**config.mk**
```make
export PLATFORM = sky130hd
export DESIGN_NAME = addr_gen_stream
export DESIGN_NICKNAME = d
export VERILOG_FILES = /design/src/rtl/rtl_settings_pkg.sv /design/src/rtl/addr_gen_stream_lfsr.sv /design/src/rtl/addr_gen_stream.sv
export SDC_FILE = /design/constraint.sdc
export NUM_CORES = 1
export LEC_CHECK = 0
export CAP_MARGIN = 20
export CORE_ASPECT_RATIO = 1.1
export CORE_MARGIN = 5
export CORE_UTILIZATION = 63
export DETAILED_ROUTE_END_ITERATION = 16
export GPL_TIMING_DRIVEN = 0
export HOLD_SLACK_MARGIN = 0.15
export PLACE_DENSITY = 0.95
export SKIP_CTS_REPAIR_TIMING = 1
export SLEW_MARGIN = 5
export SYNTH_ARGS = -nofsm -noshare
export SYNTH_HDL_FRONTEND = slang
export SYNTH_HIERARCHICAL = 1
export SYNTH_SLANG_ARGS = --single-unit
```
**constraint.sdc**
```tcl
create_clock -name clk_i -period 5.3 [get_ports clk_i]
set_input_delay 0.795 -clock clk_i [delete_from_list [all_inputs] [get_ports clk_i]]
set_output_delay 0.795 -clock clk_i [all_outputs]
set_load 0.05 [all_outputs]
```
**src/rtl/rtl_settings_pkg.sv**
```systemverilog
// rtl_settings_pkg: address modes, generator states and LFSR sizing helpers
package rtl_settings_pkg;
  typedef enum logic [2:0] {
    MODE_FIX   = 3'd0,
    MODE_RND   = 3'd1,
    MODE_RUN_0 = 3'd2,
    MODE_RUN_1 = 3'd3,
    MODE_INC   = 3'd4,
    MODE_DEC   = 3'd5,
    MODE_RSV6  = 3'd6,
    MODE_RSV7  = 3'd7
  } addr_mode_t;
  typedef enum logic [1:0] {S_IDLE, S_RUN, S_DONE} gen_state_t;
  function automatic int lfsr_width(int aw);
    return aw <= 8 ? 8 : aw <= 16 ? 16 : aw <= 24 ? 24 : 32;
  endfunction
  // tap n sits at mask bit n-1
  function automatic logic [31:0] lfsr_taps(int w);
    return w == 8 ? 32'h0000_00B8 : w == 16 ? 32'h0000_D008 :
           w == 24 ? 32'h00E1_0000 : 32'h8020_0003;
  endfunction
endpackage

```
**src/rtl/addr_gen_stream_lfsr.sv**
```systemverilog
// addr_lfsr: Fibonacci LFSR, shifts left with XOR feedback into bit 0; zero loads become all-ones
module addr_lfsr #(
  parameter int WIDTH = 8,
  parameter logic [31:0] TAPS = 32'h0000_00B8
) (
  input  logic             clk_i,
  input  logic             rst_i,
  input  logic             load_i,
  input  logic [WIDTH-1:0] seed_i,
  input  logic             step_i,
  output logic [WIDTH-1:0] state_o
);
  logic fb;
  assign fb = ^(state_o & TAPS[WIDTH-1:0]);
  always_ff @(posedge clk_i) begin
    if (rst_i) state_o <= '1;
    else if (load_i) state_o <= seed_i == '0 ? '1 : seed_i;
    else if (step_i) state_o <= {state_o[WIDTH-2:0], fb};
  end
endmodule

```
**src/rtl/addr_gen_stream.sv**
```systemverilog
// addr_gen_stream: moded address generator with valid/ready stream, last and done
// ADDR_GEN_SEED_EN adds cfg_seed_i; otherwise the LFSR restarts from all-ones each run
module addr_gen_stream
  import rtl_settings_pkg::*;
#(
  parameter int ADDR_W = 32,
  parameter int STEP_W = 16,
  parameter int CNT_W = 32,
  localparam int LFSR_W = lfsr_width(ADDR_W)
) (
  input  logic              clk_i,
  input  logic              rst_i,
  input  logic              start_i,
  input  addr_mode_t        cfg_mode_i,
  input  logic [ADDR_W-1:0] cfg_base_i,
  input  logic [STEP_W-1:0] cfg_step_i,
  input  logic [CNT_W-1:0]  cfg_count_i,
`ifdef ADDR_GEN_SEED_EN
  input  logic [LFSR_W-1:0] cfg_seed_i,
`endif
  output logic              addr_valid_o,
  input  logic              addr_ready_i,
  output logic [ADDR_W-1:0] addr_o,
  output logic              addr_last_o,
  output logic              busy_o,
  output logic              done_o
);
  gen_state_t state_q;
  addr_mode_t mode_q;
  logic [ADDR_W-1:0] step_q, addr_q, first_addr, next_addr;
  logic [CNT_W-1:0] count_q, cnt_q;
  logic [LFSR_W-1:0] lfsr_state, seed;
  logic valid_q, busy_q, done_q, accept, last, load;
`ifdef ADDR_GEN_SEED_EN
  assign seed = cfg_seed_i;
`else
  assign seed = '1;
`endif
  assign load = start_i && state_q == S_IDLE;
  assign accept = valid_q && addr_ready_i;
  assign last = cnt_q == count_q - CNT_W'(1);
  assign first_addr = cfg_mode_i inside {MODE_FIX, MODE_INC, MODE_DEC} ? cfg_base_i :
                      cfg_mode_i == MODE_RUN_0 ? ~ADDR_W'(1) :
                      cfg_mode_i == MODE_RUN_1 ? ADDR_W'(1) : '0;
  assign next_addr = mode_q == MODE_FIX ? addr_q :
                     mode_q == MODE_INC ? addr_q + step_q :
                     mode_q == MODE_DEC ? addr_q - step_q :
                     mode_q inside {MODE_RUN_0, MODE_RUN_1} ? {addr_q[ADDR_W-2:0], addr_q[ADDR_W-1]} : '0;
  addr_lfsr #(.WIDTH(LFSR_W), .TAPS(lfsr_taps(LFSR_W))) u_lfsr (
    .clk_i  (clk_i),
    .rst_i  (rst_i),
    .load_i (load),
    .seed_i (seed),
    .step_i (accept && mode_q == MODE_RND),
    .state_o(lfsr_state)
  );
  always_ff @(posedge clk_i) begin
    if (rst_i) begin
      state_q <= S_IDLE;
      mode_q  <= MODE_FIX;
      step_q  <= '0;
      addr_q  <= '0;
      count_q <= '0;
      cnt_q   <= '0;
      valid_q <= 1'b0;
      busy_q  <= 1'b0;
      done_q  <= 1'b0;
    end else begin
      unique case (state_q)
        S_IDLE: if (start_i) begin
          mode_q  <= cfg_mode_i;
          step_q  <= ADDR_W'(cfg_step_i);
          count_q <= cfg_count_i;
          cnt_q   <= '0;
          addr_q  <= first_addr;
          busy_q  <= 1'b1;
          valid_q <= cfg_count_i != '0;
          done_q  <= cfg_count_i == '0;
          state_q <= cfg_count_i != '0 ? S_RUN : S_DONE;
        end
        S_RUN: if (accept) begin
          if (last) begin
            valid_q <= 1'b0;
            done_q  <= 1'b1;
            state_q <= S_DONE;
          end else begin
            cnt_q  <= cnt_q + CNT_W'(1);
            addr_q <= next_addr;
          end
        end
        default: begin
          done_q  <= 1'b0;
          busy_q  <= 1'b0;
          state_q <= S_IDLE;
        end
      endcase
    end
  end
  assign addr_valid_o = valid_q;
  assign addr_o = mode_q == MODE_RND ? lfsr_state[ADDR_W-1:0] : addr_q;
  assign addr_last_o = valid_q && last;
  assign busy_o = busy_q;
  assign done_o = done_q;
endmodule

```
* Yosys cells after proc, flatten, opt, wreduce, memory -nomap -nowiden
Cells that the tools add are included.
Storage, ports and cells: input bits 87, flip-flop bits (word level) 152, output and inout bits 36
Operators by class: $add $sub $neg 4, mux-type cells 31, bitwise logic cells 1, equality and inequality tests 16, reductions and logical operators 20
Operators by type and width (number):
- 32-bit 2-to-1 mux | 13
- 32-bit one-hot mux with 2 select lines | 2
- 32-bit by 1-bit adder with 32-bit output (second input constant) | 1
- 32-bit by 16-bit adder with 32-bit output | 1
- 32-bit equality test | 1
- 32-bit zero test | 1
- 32-bit nonzero test | 1
- 32-bit XOR reduction | 1
- 32-bit by 1-bit subtractor with 32-bit output (second input constant) | 1
- 32-bit by 16-bit subtractor with 32-bit output | 1
- 3-bit by 2-bit equality test with 1-bit output (second input constant) | 4
- 3-bit equality test (second input constant) | 4
- 2-bit != test (second input constant) | 5
- 1-bit 2-to-1 mux | 8
- 2-bit 2-to-1 mux | 4
- 4-bit AND reduction | 2
- 3-bit zero test | 2
- 1-bit one-hot mux with 2 select lines | 3
- 5-bit AND reduction | 1
- 1-bit logical AND | 4
- 2-bit one-hot mux with 2 select lines | 1
- 2-bit AND reduction | 2
- 2-bit nonzero test | 2
- 3-bit by 1-bit equality test with 1-bit output (second input constant) | 1
- other kinds (6) | 6

* Logic depth before layout (Yosys ltp)
Gate-level depths: netlist of run 1.
depth in word-level cells 9, depth in mapped cells 15

* By module
The synthesis of run 1 kept the hierarchy.
By module, submodules not included:
- addr_gen_stream | instances 1, area an instance 9567.9 µm², seq. area each 2382.3 µm², cells each 1319
- addr_lfsr | instances 1, area an instance 1846.8 µm², seq. area each 640.6 µm², cells each 200

* Worst setup path before layout of run 1
Ideal clock, no wire load.
path kind reg-to-output, start point register count_q[0], end point output addr_last_o, cell stages (with the launch flop) 11, setup slack 1060 ps, data required time 4505 ps, arrival 3445 ps, cell sequence dfxtp_1 inv_1 ha_1 or3b_1 buf_2 or3_4 or3_1 o31ai_1 a21boi_0 or4b_2 nor2_1
On the way: longest elaborated chain between the ends 3
Ends and longest elaborated chain:
- start, declared | RTL line addr_gen_stream.sv:31 | logic [CNT_W-1:0] count_q, cnt_q;
- start signal, assigned | RTL line addr_gen_stream.sv:73 | count_q <= cfg_count_i;
- 32-bit by 1-bit subtractor with 32-bit output | RTL line addr_gen_stream.sv:41 | assign last = cnt_q == count_q - CNT_W'(1);
- 32-bit equality test | RTL line addr_gen_stream.sv:41
- 1-bit logical AND | RTL line addr_gen_stream.sv:101 | assign addr_last_o = valid_q && last;
- end, declared | RTL line addr_gen_stream.sv:24 | output logic addr_last_o,
No other way between the ends.

* Worst setup path in the final report of run 1
Ends and elaborated chain as after synthesis.

==> flow_metrics.env, run 1 <==
export IMPL_path_clk_slew_ps=70
export IMPL_grt_pass1_vias=12700
export IMPL_power_leakage_nw=5.02
export IMPL_wire_per_inst_um=21.9
export IMPL_synth_commonest_cells="234 x a21oi_1, 199 x nand2_1, 151 x dfxtp_1"
export IMPL_tightest_slew_ps=1120
export IMPL_crit_path_max_fanout=8
export IMPL_clock_latency_ps=450
export IMPL_yosys_area_top_type_share=0.265
export IMPL_clockPowerShare=0.299
export IMPL_synthTopCellsByArea="dfxtp_1 26%, a21oi_1 10%, nand2_1 6.5%"
export IMPL_cts_root_buf="clkbuf_16"
export IMPL_grt_antenna_before_repair=1
export IMPL_p_sw_mw=1.71
export IMPL_rows=51
export IMPL_fin_util=0.776
export IMPL_clk_path_buf_depth=2
export IMPL_antenna_left=0
export IMPL_grt_usage=0.400
export IMPL_relSlewSlack=0.246
export IMPL_end_kind="primary output"
export IMPL_whs_ps=473
export IMPL_ir_drop_mv=0.243
export IMPL_cts_tree="yes"
export IMPL_crit_path_start_kind="flop"
export IMPL_p_seq_frac=0.319
export IMPL_final_cell_area_um2=13800
export IMPL_yosysTopAreaCell="dfxtp_1"
export IMPL_dp_hpwl_um=32400
export IMPL_die_area_um2=20900
export IMPL_synth_area_um2=11400
export IMPL_fin_worst_skew_ps=12.7
export IMPL_crit_arrival_ps=4430
export IMPL_hold_violations=0
export IMPL_via_per_inst=6.67
export IMPL_syn_to_final_growth_pct=20.6
export IMPL_drt_iter0_markers=1382
export IMPL_synth_most_common_cell="a21oi_1"
export IMPL_setup_viol=0
export IMPL_cts_buffers=17
export IMPL_switching_share=0.403
export IMPL_postSynthAreaPerCell_um2=7.51
export IMPL_grt_pass1_wl_um=66800
export IMPL_comb_power_share=0.382
export IMPL_slew_violations=0
export IMPL_p_per_area_nw_per_um2=308
export IMPL_post_route_period_util=0.986
export IMPL_drt_total_wl_um=43200
export IMPL_drive_above_1_share=0.0767
export IMPL_worstPathRequired_ps=4510
export IMPL_first_pass_iters=8
export IMPL_synth_edf_count=0
export IMPL_synth_ff_type="dfxtp_1"
export IMPL_hold_path_class="flop to flop"
export IMPL_path_cells="inv_1 > ha_1 > or3b_1 > buf_2 > or3_4 > or3_1 > o31ai_2 > a21boi_0 > or4b_2 > nor2_1 > dlymetal6s2s_1"
export IMPL_cp_slowest_cell="or4b_2"
export IMPL_fin_crit_ps=5230
export IMPL_io_pins=123
export IMPL_placed_area_um2=13200
export IMPL_grt_max_degree=17
export IMPL_fill_cells=1293
export IMPL_setup_slack_ps=71.8
export IMPL_synth_distinct_cells=90
export IMPL_ys_seq_elements=151
export IMPL_post_route_drc_count=0
export IMPL_clock_sinks=151
export IMPL_vias=13100
export IMPL_io_buffers=120
export IMPL_synth_warnings=6
export IMPL_power_mw=4.24
export IMPL_fp_dieW_um=138
export IMPL_grt_overflow_total=0
export IMPL_antenna_diode_count=0
export IMPL_htreeDepth=4
export IMPL_max_freq_mhz=191
export IMPL_dp_slack_ps=93.8
export IMPL_synthArstFlopShare=0
export IMPL_cpPeakStageDelay_ps=700
export IMPL_status="completed"
export IMPL_cap_violations=0
export IMPL_crit_type="flop to primary output"
export IMPL_nets=1844
export IMPL_gp_congestion=1.01
export IMPL_rsz0062_at_grt="no"
export IMPL_core_area_um2=17700
export IMPL_synthCells=1519
export IMPL_initial_core_util=0.643
export IMPL_seq_area_frac_synth=0.265
export IMPL_fp_dieH_um=151
export IMPL_internal_power_mw=2.53
==> worst paths after layout <==
kind | depth (start not counted) | end | slack [ps] | from
max | 11 | addr_last_o | 70 | count_q[0]$_SDFFE_PP0P_
min | 2 | busy_o$_SDFFE_PP0P_ | 470 | busy_o$_SDFFE_PP0P_
max reg2reg | 11 | addr_q[28]$_SDFFE_PP0P_ | 470 | addr_q[1]$_SDFFE_PP0P_
min reg2reg | 2 | busy_o$_SDFFE_PP0P_ | 470 | busy_o$_SDFFE_PP0P_
==> power groups by stage <==
stage	Sequential [mW]	Clock [mW]	Combinational [mW]
3_5_place_dp	1.37	0	1.55
5_1_grt	1.36	1.31	1.71
2_1_floorplan	1.33	0	1.07
4_1_cts	1.34	1.25	1.56
3_3_place_gp	1.36	0	1.52
6_report	1.35	1.27	1.62
==> cells in the final DEF, fill, tap and decap left out, types with 27 or more instances in the layout <==
master           Yosys  routed
clkbuf_1            97      98
a21oi_1            234     234
conb_1               1      64
nor2_1              68      68
nor3b_1             39      39
ha_1                34      34
xor2_1              34      34
a22oi_2             29      29
dfxtp_1            151     151
nor4_1              36      36
nand3_1             27      27
inv_1               51      51
clkdlybuf4s50_1      0     119
o21ai_0             65      65
or3_1               43      43
nand2_1            199     199
xnor2_1             35      35
==> cell families after synthesis <==
kind of cell | count (synthesis) | synth area share
flops | 151 | 0.265
mux | 32 | 0.0310
compound gates | 498 | 0.284
simple gates | 558 | 0.260
xor+xnor | 69 | 0.0529
fa+ha+maj | 36 | 0.0408
buf+inv | 174 | 0.0665
other cells | 1 | 0.000329
==> routing by layer <==
metal / wire, um / share of wire / track usage
met1: 15000 / 0.35 / 0.441
met2: 20600 / 0.48 / 0.689
met3: 4200 / 0.097 / 0.0818
met4: 3430 / 0.079 / 0.292
met5: 20 / 0.00046 / 0
==> worst max-delay path: cells and delay by family (launching register included) <==
kind            cells  cell delay (ps)
compound gates      2              790
fa+ha+maj           1              170
buf+inv             3              700
simple gates        5             1960
flops               1              370
==> registers in the layout (all words and copies together), names as in the netlist, 2 cells and up <==
name / cells
addr_q: 32
cnt_q: 32
count_q: 32
mode_q: 3
state_q: 2
step_q: 16
u_lfsr/state_o: 32
==> final cells by class <==
class | count | area (um^2) | share of cell area
Multi-Input combinational cell | 1257 | 7890 | 0.573
Clock inverter | 12 | 145 | 0.0105
Sequential cell | 151 | 3020 | 0.220
Inverter | 53 | 199 | 0.0145
Tap cell | 238 | 298 | 0.0216
Timing Repair Buffer | 120 | 1200 | 0.0874
Clock buffer | 19 | 443 | 0.0322
Buffer | 121 | 561 | 0.0407
==> per-stage QoR <==
| step | TNS, ps | instances |
|---|---|---|
| floorplan | 0 | 1582 |
| global placement | 0 | 1940 |
| detailed placement | 0 | 1940 |
| CTS | -383 | 1971 |
| global route | 0 | 1971 |
| finish | 0 | 1971 |
No activity file was read; power rests on OpenSTA's default activity.
==> run 2, diff against run 1 <==
--- a/config.mk
+++ b/config.mk
@@ -13,7 +13,7 @@
 export GPL_TIMING_DRIVEN = 0
 export HOLD_SLACK_MARGIN = 0.15
 export PLACE_DENSITY = 0.95
-export SKIP_CTS_REPAIR_TIMING = 1
+export RECOVER_POWER = 100
 export SLEW_MARGIN = 5
 export SYNTH_ARGS = -nofsm -noshare
 export SYNTH_HDL_FRONTEND = slang
==> constraint.sdc (replaced) <==
create_clock -name clk_i -period 6.53 [get_ports clk_i]
set_input_delay 0.9795 -clock clk_i [delete_from_list [all_inputs] [get_ports clk_i]]
set_output_delay 0.9795 -clock clk_i [all_outputs]
set_load 0.05 [all_outputs]
==> run 2 against run 1 <==
Effect of this change:
- combinational power fell by 20%
- largest cell class unchanged
- utilization fell by 0.30 points
- setup slack improved by 350 ps
- critical path type unchanged
- via count fell by 0.65%
- cell area fell by 0.39%
- critical path depth rose by 1
- clock power fell by 19%
- sequential share of layout area rose by 0.086 points
==> flow_metrics.env, run 2 (synthesis results as in run 1) <==
export IMPL_drt_total_wl_um=43200
export IMPL_vias=13100
export IMPL_first_pass_iters=7
export IMPL_post_route_period_util=0.936
export IMPL_crit_family="simple AND/OR/NAND/NOR gates"
export IMPL_antenna_diode_count=0
export IMPL_crit_path_max_fanout=8
export IMPL_cap_violations=0
export IMPL_cts_root_buf="clkbuf_16"
export IMPL_p_per_area_nw_per_um2=249
export IMPL_hold_path_class="flop to flop"
export IMPL_fin_util=0.773
export IMPL_most_common_layout_cells="234 x a21oi_1, 199 x nand2_1, 151 x dfxtp_1"
export IMPL_drt_iter0_markers=1421
export IMPL_fin_worst_skew_ps=10.7
export IMPL_reg2reg_slack_ps=1080
export IMPL_fill_cells=1298
export IMPL_via_per_inst=6.62
export IMPL_grt_antenna_before_repair=1
export IMPL_drive_above_1_share=0.0692
export IMPL_hold_violations=0
export IMPL_core_area_um2=17700
export IMPL_path_buf_inv=3
export IMPL_gp_congestion=1.01
export IMPL_antenna_left=0
export IMPL_clk_path_buf_depth=2
export IMPL_placed_area_um2=13200
export IMPL_fin_cells=1971
export IMPL_crit_type="flop to primary output"
export IMPL_grt_max_degree=17
export IMPL_hold_buffers=0
export IMPL_io_buffers=120
export IMPL_grt_pass1_vias=12700
export IMPL_grt_pass1_wl_um=66800
export IMPL_clock_latency_ps=440
export IMPL_post_route_drc_count=0
export IMPL_io_pins=123
export IMPL_status="completed"
export IMPL_fin_crit_ps=6110
export IMPL_crit_path_start_kind="flop"
export IMPL_fp_dieH_um=151
export IMPL_power_leakage_nw=5.06
export IMPL_cp_endpoint="addr_last_o"
export IMPL_tightest_slew_ps=1130
export IMPL_layout_commonest_cell="a21oi_1"
export IMPL_end_kind="primary output"
export IMPL_die_area_um2=20900
export IMPL_crit_arrival_ps=5130
export IMPL_dp_cells=1940
export IMPL_fp_dieW_um=138
export IMPL_clock_sinks=151
export IMPL_slew_violations=0
export IMPL_path_clk_slew_ps=70
export IMPL_ir_drop_mv=0.196
export IMPL_grt_overflow_total=0
export IMPL_postCtsSetupBuffers=0
export IMPL_wire_per_inst_um=21.9
export IMPL_htreeDepth=4
export IMPL_grt_usage=0.400
export IMPL_cts_tree="yes"
export IMPL_reg2reg_depth=15
export IMPL_dp_hpwl_um=32400
export IMPL_path_cells="inv_1 > ha_1 > or3b_1 > clkbuf_1 > nor3_1 > and3_1 > a31oi_1 > nor4_1 > o21ai_0 > or4b_2 > nor2_1 > dlygate4sd3_1"
export IMPL_rows=51
export IMPL_worstPathRequired_ps=5550
export IMPL_cts_buffers=17
export IMPL_cpPeakStageDelay_ps=880
export IMPL_syn_to_final_growth_pct=20.1
export IMPL_relSlewSlack=0.240
export IMPL_crit_cells=12
export IMPL_rsz0062_at_grt="no"
export IMPL_power_mw=3.42
export IMPL_nets=1844
export IMPL_final_cell_area_um2=13700
export IMPL_post_cts_resized=0
export IMPL_tns_ps=0
export IMPL_rr_endpoint="addr_q[17]$_SDFFE_PP0P_"
export IMPL_setup_viol=0
export IMPL_startpoint="count_q[0]$_SDFFE_PP0P_"
export IMPL_cp_slowest_cell="dlygate4sd3_1"
export IMPL_initial_core_util=0.643
export IMPL_max_freq_mhz=164
export IMPL_r2r_start="count_q[0]$_SDFFE_PP0P_"
[run 2: cell type report]
type | instances | area [um^2] | share of cell area
Multi-Input combinational cell | 1257 | 7860 | 0.573
Sequential cell | 151 | 3020 | 0.220
Timing Repair Buffer | 120 | 1200 | 0.0876
Buffer | 121 | 547 | 0.0399
Clock buffer | 19 | 443 | 0.0323
Tap cell | 238 | 298 | 0.0217
Inverter | 53 | 199 | 0.0145
Clock inverter | 12 | 145 | 0.0106
[run 2: stage by stage]
| step | setup slack [ps] | hold slack (ps) |
|---|---|---|
| after floorplan | 2110 | 448 |
| after global placement | 1170 | 446 |
| after detailed placement | 1140 | 466 |
| after CTS | 662 | 476 |
| after global routing | 362 | 487 |
| final | 420 | 470 |
[run 2: per-layer routing]
layer,global-route usage,wire [um],share of wire,up-vias
met5,0,20,0.00046,-
met4,0.292,3520,0.081,2
li1,-,-,-,5920
met2,0.689,20400,0.47,870
met1,0.441,15100,0.35,6012
met3,0.0818,4200,0.097,248
[run 2: worst min path at each step]
| stage | from | endpoint | slack, ps | cells past startpoint |
|---|---|---|---|---|
| 2_1_floorplan | count_q[31]$_SDFFE_PP0P_ | count_q[31]$_SDFFE_PP0P_ | 450 | 2 |
| 3_3_place_gp | busy_o$_SDFFE_PP0P_ | busy_o$_SDFFE_PP0P_ | 450 | 2 |
| 3_5_place_dp | busy_o$_SDFFE_PP0P_ | busy_o$_SDFFE_PP0P_ | 470 | 2 |
| 4_1_cts | busy_o$_SDFFE_PP0P_ | busy_o$_SDFFE_PP0P_ | 480 | 2 |
| 5_1_grt | busy_o$_SDFFE_PP0P_ | busy_o$_SDFFE_PP0P_ | 490 | 2 |
| 6_report | busy_o$_SDFFE_PP0P_ | busy_o$_SDFFE_PP0P_ | 470 | 2 |
[run 2: worst reg2reg max path, stage by stage (launching register included)]
cell and delay [ps]:
dfxtp_1 370, inv_1 80, ha_1 180, or3b_1 350, clkbuf_1 200, or3_4 420, or3_1 380, o31ai_1 680
and4_4 390, o2111a_1 180, clkbuf_1 450, or3_1 260, clkbuf_1 380, clkbuf_1 630, o21ai_0 240, a21oi_1 180
[run 2: where the power goes]
part	switching, mW	leakage [nW]	total [mW]	internal [mW]
clock network	0.448	0.275	1.03	0.578
logic	0.837	3.55	1.30	0.460
registers	0.0974	1.24	1.10	0.998
total	1.38	5.06	3.42	2.04
==> run 3, diff against run 2 <==
--- a/config.mk
+++ b/config.mk
@@ -9,12 +9,13 @@
 export CORE_ASPECT_RATIO = 1.1
 export CORE_MARGIN = 5
 export CORE_UTILIZATION = 63
+export CTS_CLUSTER_SIZE = 12
 export DETAILED_ROUTE_END_ITERATION = 16
 export GPL_TIMING_DRIVEN = 0
 export HOLD_SLACK_MARGIN = 0.15
 export PLACE_DENSITY = 0.95
 export RECOVER_POWER = 100
-export SLEW_MARGIN = 5
+export SLEW_MARGIN = 15
 export SYNTH_ARGS = -nofsm -noshare
 export SYNTH_HDL_FRONTEND = slang
 export SYNTH_HIERARCHICAL = 1
==> results of run 3 <==
Final layout, timing and power as in run 2 (identical DEF).
